<file path="src/rtl/conv_enc_pkg.sv">
// conv_enc_pkg: shared state type, default generators and parity helper
// for the rate-1/2 convolutional encoder/packer.
package conv_enc_pkg;

   typedef enum logic [1:0] {
      IDLE,
      ENCODE,
      FLUSH,
      OUT
   } state_e;

   localparam logic [2:0] G0_DEF = 3'b111;
   localparam logic [2:0] G1_DEF = 3'b101;

   function automatic logic conv_parity(input logic [31:0] window,
                                        input logic [31:0] poly);
      return ^(window & poly);
   endfunction

endpackage

</file>
<file path="src/rtl/conv_enc_core.sv">
// conv_enc_core: one-bit encoder step; holds the K-1 bit memory and
// produces the two parity bits for the current input bit.
module conv_enc_core
   import conv_enc_pkg::*;
#(
   parameter int             K  = 3,
   parameter logic [K-1:0]   G0 = K'(G0_DEF),
   parameter logic [K-1:0]   G1 = K'(G1_DEF)
) (
   input  logic clk,
   input  logic clr_i,
   input  logic en_i,
   input  logic b_i,
   output logic p0_o,
   output logic p1_o
);

   logic [K-2:0] s_q;
   logic [K-2:0] s_d;
   logic [K-1:0] w;

   assign w    = {b_i, s_q};
   assign s_d  = w[K-1:1];
   assign p0_o = conv_parity(32'(w), 32'(G0));
   assign p1_o = conv_parity(32'(w), 32'(G1));

   always_ff @(posedge clk) begin
      if (clr_i) begin
         s_q <= '0;
      end else if (en_i) begin
         s_q <= s_d;
      end
   end

endmodule

</file>
<file path="src/rtl/conv_encoder_packer.sv">
// conv_encoder_packer: serial rate-1/2 encoder with packet packing and
// zero-tail flush. Optional error injection under CONV_ENC_ERR_INJ_EN.
module conv_encoder_packer
   import conv_enc_pkg::*;
#(
   parameter int             DATA_W = 8,
   parameter int             K      = 3,
   parameter logic [K-1:0]   G0     = K'(G0_DEF),
   parameter logic [K-1:0]   G1     = K'(G1_DEF)
) (
   input  logic                  clk,
   input  logic                  rst_n,
   input  logic                  dvalid_i,
   input  logic [DATA_W-1:0]     data_i,
   input  logic                  flush_i,
   input  logic                  ready_i,
   output logic [2*DATA_W-1:0]   data_o,
   output logic                  valid_o,
   output logic                  last_o,
   output logic                  busy_o
`ifdef CONV_ENC_ERR_INJ_EN
   ,
   input  logic [2*DATA_W-1:0]   err_mask_i
`endif
);

   localparam int PW      = 2 * DATA_W;
   localparam int CW      = $clog2(DATA_W + 1);
   localparam int TAIL_SH = PW - 2 * (K - 1);

   state_e            state_q;
   logic [DATA_W-1:0] word_q;
   logic [CW-1:0]     cnt_q;
   logic [PW-1:0]     pkt_q;
   logic [PW-1:0]     data_q;
   logic              valid_q;
   logic              last_q;
   logic              busy_q;

   logic              step;
   logic              bit_in;
   logic              p0;
   logic              p1;
   logic [PW-1:0]     err_w;

`ifdef CONV_ENC_ERR_INJ_EN
   assign err_w = err_mask_i;
`else
   assign err_w = '0;
`endif

   assign step   = (state_q == ENCODE) || (state_q == FLUSH);
   assign bit_in = (state_q == ENCODE) ? word_q[0] : 1'b0;

   conv_enc_core #(
      .K  (K),
      .G0 (G0),
      .G1 (G1)
   ) u_core (
      .clk   (clk),
      .clr_i (!rst_n),
      .en_i  (step),
      .b_i   (bit_in),
      .p0_o  (p0),
      .p1_o  (p1)
   );

   // Pairs shift in at the bottom; tail packets are realigned to the MSBs.
   always_ff @(posedge clk) begin
      if (!rst_n) begin
         state_q <= IDLE;
         word_q  <= '0;
         cnt_q   <= '0;
         pkt_q   <= '0;
         data_q  <= '0;
         valid_q <= 1'b0;
         last_q  <= 1'b0;
         busy_q  <= 1'b0;
      end else begin
         busy_q <= (state_q != IDLE);
         unique case (state_q)
            IDLE: begin
               if (!busy_q) begin
                  if (dvalid_i) begin
                     word_q  <= data_i;
                     cnt_q   <= '0;
                     pkt_q   <= '0;
                     state_q <= ENCODE;
                  end else if (flush_i) begin
                     cnt_q   <= '0;
                     pkt_q   <= '0;
                     state_q <= FLUSH;
                  end
               end
            end
            ENCODE: begin
               pkt_q  <= {pkt_q[PW-3:0], p0, p1};
               word_q <= word_q >> 1;
               cnt_q  <= cnt_q + 1'b1;
               if (cnt_q == CW'(DATA_W - 1)) begin
                  last_q  <= 1'b0;
                  state_q <= OUT;
               end
            end
            FLUSH: begin
               pkt_q <= {pkt_q[PW-3:0], p0, p1};
               cnt_q <= cnt_q + 1'b1;
               if (cnt_q == CW'(K - 2)) begin
                  last_q  <= 1'b1;
                  state_q <= OUT;
               end
            end
            OUT: begin
               if (!valid_q) begin
                  data_q  <= (last_q ? (pkt_q << TAIL_SH) : pkt_q) ^ err_w;
                  valid_q <= 1'b1;
               end else if (ready_i) begin
                  valid_q <= 1'b0;
                  state_q <= IDLE;
               end
            end
         endcase
      end
   end

   assign data_o  = data_q;
   assign valid_o = valid_q;
   assign last_o  = last_q;
   assign busy_o  = busy_q;

endmodule
</file>
<file path="config.mk">
export PLATFORM = sky130hd
export DESIGN_NAME = conv_encoder_packer
export DESIGN_NICKNAME = d
export VERILOG_FILES = /design/src/rtl/conv_enc_pkg.sv /design/src/rtl/conv_enc_core.sv /design/src/rtl/conv_encoder_packer.sv
export SDC_FILE = /design/constraint.sdc
export NUM_CORES = 1
export LEC_CHECK = 0
export CAP_MARGIN = 20
export CORE_MARGIN = 5
export CORE_UTILIZATION = 53
export CTS_BUF_LIST = sky130_fd_sc_hd__clkbuf_16
export DETAILED_ROUTE_END_ITERATION = 7
export PLACE_DENSITY = 0.86
export SYNTH_ARGS = -nofsm -noshare
export SYNTH_HDL_FRONTEND = slang
export SYNTH_HIERARCHICAL = 1
export SYNTH_SLANG_ARGS = --single-unit
export TNS_END_PERCENT = 5
</file>
<file path="constraint.sdc">
create_clock -name clk -period 2.3 [get_ports clk]
set_input_delay 0.46 -clock clk [delete_from_list [all_inputs] [get_ports clk]]
set_output_delay 0.46 -clock clk [all_outputs]
set_load 0.005 [all_outputs]
</file>
Yosys cells after proc, flatten, opt, wreduce, memory -nomap -nowiden
Cells that the tools add are included.
{ "totals": {"ff_bits": 51, "input_bits": 13, "word_cells": 63} }
{ "op_classes": {"add_sub_neg": 1, "n_eq_ne": 12, "n_mux": 26, "bitwise_logic": 1, "n_reduce_logical": 14} }
{ "op_table": {"columns": ["cell", "count"], "rows": [
  ["16-bit 2-to-1 mux", 4],
  ["32-bit XOR reduction", 2],
  ["16-bit one-hot mux with 2 select lines", 1],
  ["8-bit 2-to-1 mux", 2],
  ["8-bit one-hot mux with 2 select lines", 1],
  ["2-bit 2-to-1 mux", 7],
  ["4-bit 2-to-1 mux", 3],
  ["3-bit AND reduction", 3],
  ["2-bit != test, second input constant", 4],
  ["2-bit one-hot mux with 4 select lines", 1],
  ["4-bit one-hot mux with 2 select lines", 1],
  ["2-bit nonzero test", 4],
  ["6-bit AND reduction", 1],
  ["1-bit 2-to-1 mux", 5],
  ["4-bit by 1-bit adder with 4-bit output, second input constant", 1],
  ["2-bit equality test, second input constant", 2],
  ["4-bit by 1-bit equality test with 1-bit output, second input constant", 1],
  ["4-bit by 3-bit equality test with 1-bit output, second input constant", 1],
  ["2-bit by 1-bit != test with 1-bit output, second input constant", 2],
  ["3-bit != test, second input constant", 1],
  ["2-bit by 1-bit equality test with 1-bit output, second input constant", 1],
  ["2-bit zero test", 1],
  ["1-bit one-hot mux with 2 select lines", 1],
  ["2-bit AND reduction", 1],
  ["3 further kinds", 3]
]} }

Longest topological paths before layout
{ "depth": {"word_depth": 4, "ltp_mapped": 8, "mapped_depth_nobuf": 7} }

Modules after synthesis
Netlist, hierarchy kept.
{ "by_module_without_submodules": {"columns": ["module", "instances", "cells_per_inst", "area_each_um2", "seq_area_each_um2"], "rows": [
  ["conv_encoder_packer", 1, 237, 2072.0, 980.9],
  ["conv_enc_core", 1, 8, 85.1, 40.0]
]} }

Worst setup path before layout
OpenSTA, ideal clock, no wires.
{ "synth_timing": {"path_kind": "register to register", "from": "register state_q[0]", "to": "register cnt_q[2]", "arrival_ns": 1.672, "t_required_ns": 2.230, "setup_slack_ns": 0.558, "path_stages_with_launch": 8, "path_cell_list": "dfxtp_1 inv_1 ha_1 inv_1 mux2_2 buf_6 or3_1 a21oi_1"} }
{ "synth_via": {"elab_chain_cells": 4, "word_cells_on_any_way": 9, "classes_between": "4 x eq/ne; 1 x mux; 4 x reduce/logical"} }
{ "synth_rtl": {"columns": ["item", "line_no", "text"], "rows": [
  ["from (decl)", "conv_encoder_packer.sv:31", "state_e state_q;"],
  ["from (signal assigned)", "conv_encoder_packer.sv:71", "state_q <= IDLE;"],
  ["from (signal assigned)", "conv_encoder_packer.sv:88", "state_q <= ENCODE;"],
  ["from (signal assigned)", "conv_encoder_packer.sv:92", "state_q <= FLUSH;"],
  ["2-bit by 1-bit equality test with 1-bit output / 2-bit equality test (equally long branches)", "conv_encoder_packer.sv:81", "unique case (state_q)"],
  ["2-bit OR reduction (no source line)", null, null],
  ["2-bit nonzero test (no source line)", null, null],
  ["3-bit AND reduction (no source line)", null, null],
  ["to (signal assigned)", "conv_encoder_packer.sv:99", "cnt_q <= cnt_q + 1'b1;"],
  ["to (signal assigned)", "conv_encoder_packer.sv:107", "cnt_q <= cnt_q + 1'b1;"],
  ["to (decl)", "conv_encoder_packer.sv:33", "logic [CW-1:0] cnt_q;"]
]} }
Several ways; a longest one is shown, not always the timed one.
A chain may end at the register's enable or synchronous reset.

Final worst setup path
{ "layout_timing": {"from": "register state_q[0]", "to": "register cnt_q[3]"} }
Same word-level chain as after synthesis.

==> flow_summary.toml <==
[run_status]
outcome = "complete, no violations"

[die]
die_h_um = 73.8
ios = 32
dieArea_um2 = 5450
start_util = 0.543
die_w_um = 73.8
core_um2 = 3970
rows = 23

[critical_path]
arrival_ps = 2110
worstSetupEndpointType = "flop"
worst-endpoint-required_ps = 2510
slowest_delay_ps = 430
start_kind = "flop"
cpMostUsedCell = "inv_1"
path_class = "flop to flop"
path_buf_inv = 2
crit_family = "adder cells"
crit_slowest_cell = "ha_1"
worstPathMaxFanout = 5
crit_chain = "inv_1 -> ha_1 -> inv_1 -> mux2_2 -> or3_1 -> a21oi_1"

[placement]
portBuffers = 31
place_hpwl_um = 2840
gp_congestion = 0.775

[grt]
globalRouteMet1Util = 0.207
grt_busiest_layer = "met2"
use_met2 = 0.277
grt_use_total = 0.169
antenna_found_initial = 0
grt_pass1_wl_um = 7120
grt_max_degree = 21
grt_overflow = 0
globalRouteMet3Util = 0.0479
grt_pass1_vias = 1566

[clock_tree]
cts_made_buffers = 5
cts_hold_buffers = 0
clk_pin_slew_ps = 60
clock_sinks = 51
cts-root-buf = "clkbuf_16"
tritoncts = "done"
postCtsSetupBuffers = 0
ctsResizeCount = 0
insertion_delay_ps = 290
cts_max_path_buffers = 2
cts_max_level = 2

[synthesis]
synth.avg_cell_area_um2 = 8.80
yosysWarnings = 6
yosys.area.top_type_share = 0.473
synth_fp_nets = 264
synthTopCellsByArea = "dfxtp_1 47%, nand2_1 8.7%, a21oi_1 7.4%, mux2i_1 7.4%, nand3b_1 4.5%"
synth-seq-area-share = 0.473
async_reset_ff_frac = 0
synthTopCellsByCount = "51 x dfxtp_1, 50 x nand2_1, 32 x a21oi_1"
yosys.area.top_type = "dfxtp_1"
netlist-cell-type-count = 31
synth_most_common_cell = "dfxtp_1"
synthCells = 245
synth_seq_cells = 51
synth_edf_count = 0
syn_area_um2 = 2160
ys.flop_type = "dfxtp_1"

[layout]
utilization = 0.672
antenna_cells = 0
layout.nets = 296
layout-drive-gt1-share = 0.0719
synthToLayoutAreaGrowth_pct = 23.7

[power_and_ir_drop]
vdd.ir_drop.worst_mv = 0.831
power_leakage_uw = 0.000915
p_per_area_nw_per_um2 = 1040

[routing]
routed_wl_um = 4140
vias_per_cell = 5.27
dr.pass1.iters = 4
final_antenna_net_count = 0
drc = 0
post_drt_wl_per_cell_um = 12.6
vias = 1730
drt_first_iter_violations = 108

[timing]
finalMaxSlewViolations = 0
rsz0062_at_grt = "no"
layout_worst_path_cycle_share = 0.826
slew_headroom = 0.707
fin_skew_ps = 5.12
max_freq_mhz = 526
finalHoldViolCount = 0
worst_pin_slew_ps = 439
tns_ps = 0
period_minus_slack_ps = 1900
setup_viol = 0

[hold_path]
hold_class = "flop to flop"

[run]
cap_violations = 0
[layout by cell type (no fill, tap or decap), types with 2 or more instances in the layout]
cell type         n
a21oi_1          32
xor2_1            2
clkbuf_16         5
a211oi_1         12
buf_4             9
dfxtp_1          51
ha_1              6
nor2b_1           2
or3_1             2
nor2_1           17
nand2_1          50
clkdlybuf4s50_1  31
o21ai_0           5
mux2i_1          16
nand3b_1         13
inv_1             8
clkinv_1          2
[worst paths after layout]
kind                        endpoint               startpoint  slack (ps)  depth (start not counted)
max reg2reg    cnt_q[3]$_SDFFE_PN0P_  state_q[0]$_SDFFE_PN0P_         400                          6
max            cnt_q[3]$_SDFFE_PN0P_  state_q[0]$_SDFFE_PN0P_         400                          6
min          data_o[11]$_SDFFE_PN0P_  data_o[11]$_SDFFE_PN0P_         450                          2
min reg2reg  data_o[11]$_SDFFE_PN0P_  data_o[11]$_SDFFE_PN0P_         450                          2
[tightest hold or removal path, delay by kind of cell (launching register included)]
| kind | cells | cell delay, ps |
|---|---|---|
| AO/OA/AOI/OAI | 1 | 50 |
| AND/OR/NAND/NOR | 1 | 50 |
| flip-flops | 1 | 310 |
[registers in the layout, summed over array words and instances (netlist names)]
register	cells
valid_o	1
cnt_q	4
last_o	1
busy_o	1
word_q	8
pkt_q	16
data_o	16
u_core/s_q	2
state_q	2
[logic make-up (layout without fill, tap and decap cells)]
family,after synthesis,after routing,synth area share
mux,18,18,0.0858
flops,51,51,0.473
simple gates,88,88,0.186
compound gates,56,56,0.159
buf+inv,23,56,0.0493
fa+ha+maj,6,6,0.0348
xor+xnor,3,3,0.0122
[cell type report]
| cell class | count | area (µm²) |
|---|---|---|
| inverter | 8 | 30.0 |
| sequential | 51 | 1020 |
| timing repair buffer | 40 | 378 |
| fill | 324 | 1300 |
| multi-input combinational | 171 | 1030 |
| clock inverter | 3 | 16.3 |
| tap | 50 | 62.6 |
| clock buffer | 5 | 125 |
[where the power goes]
part           switching (µW)  internal, µW  leakage [µW]
combinational             588           415      0.000429
sequential               76.1           989      0.000413
clock                     313           398     0.0000726
[stage by stage]
stage / cell area [µm²] / setup slack, ps / total power [µW] / hold WS, ps / std cells
floorplan: 2160 / 558 / 1850 / 431 / 245
global placement: 2530 / 386 / 2050 / 437 / 320
detailed placement: 2530 / 346 / 2080 / 445 / 320
CTS: 2670 / 388 / 2800 / 454 / 328
global route: 2670 / 266 / 2950 / 469 / 328
finish: 2670 / 399 / 2780 / 452 / 328
[routing by layer]
layer | vias up | wire (µm)
met5 | - | 0
met4 | 0 | 61
met3 | 7 | 222
met2 | 40 | 2030
met1 | 787 | 1830
li1 | 896 | -
(Power assumes the default switching activity.)
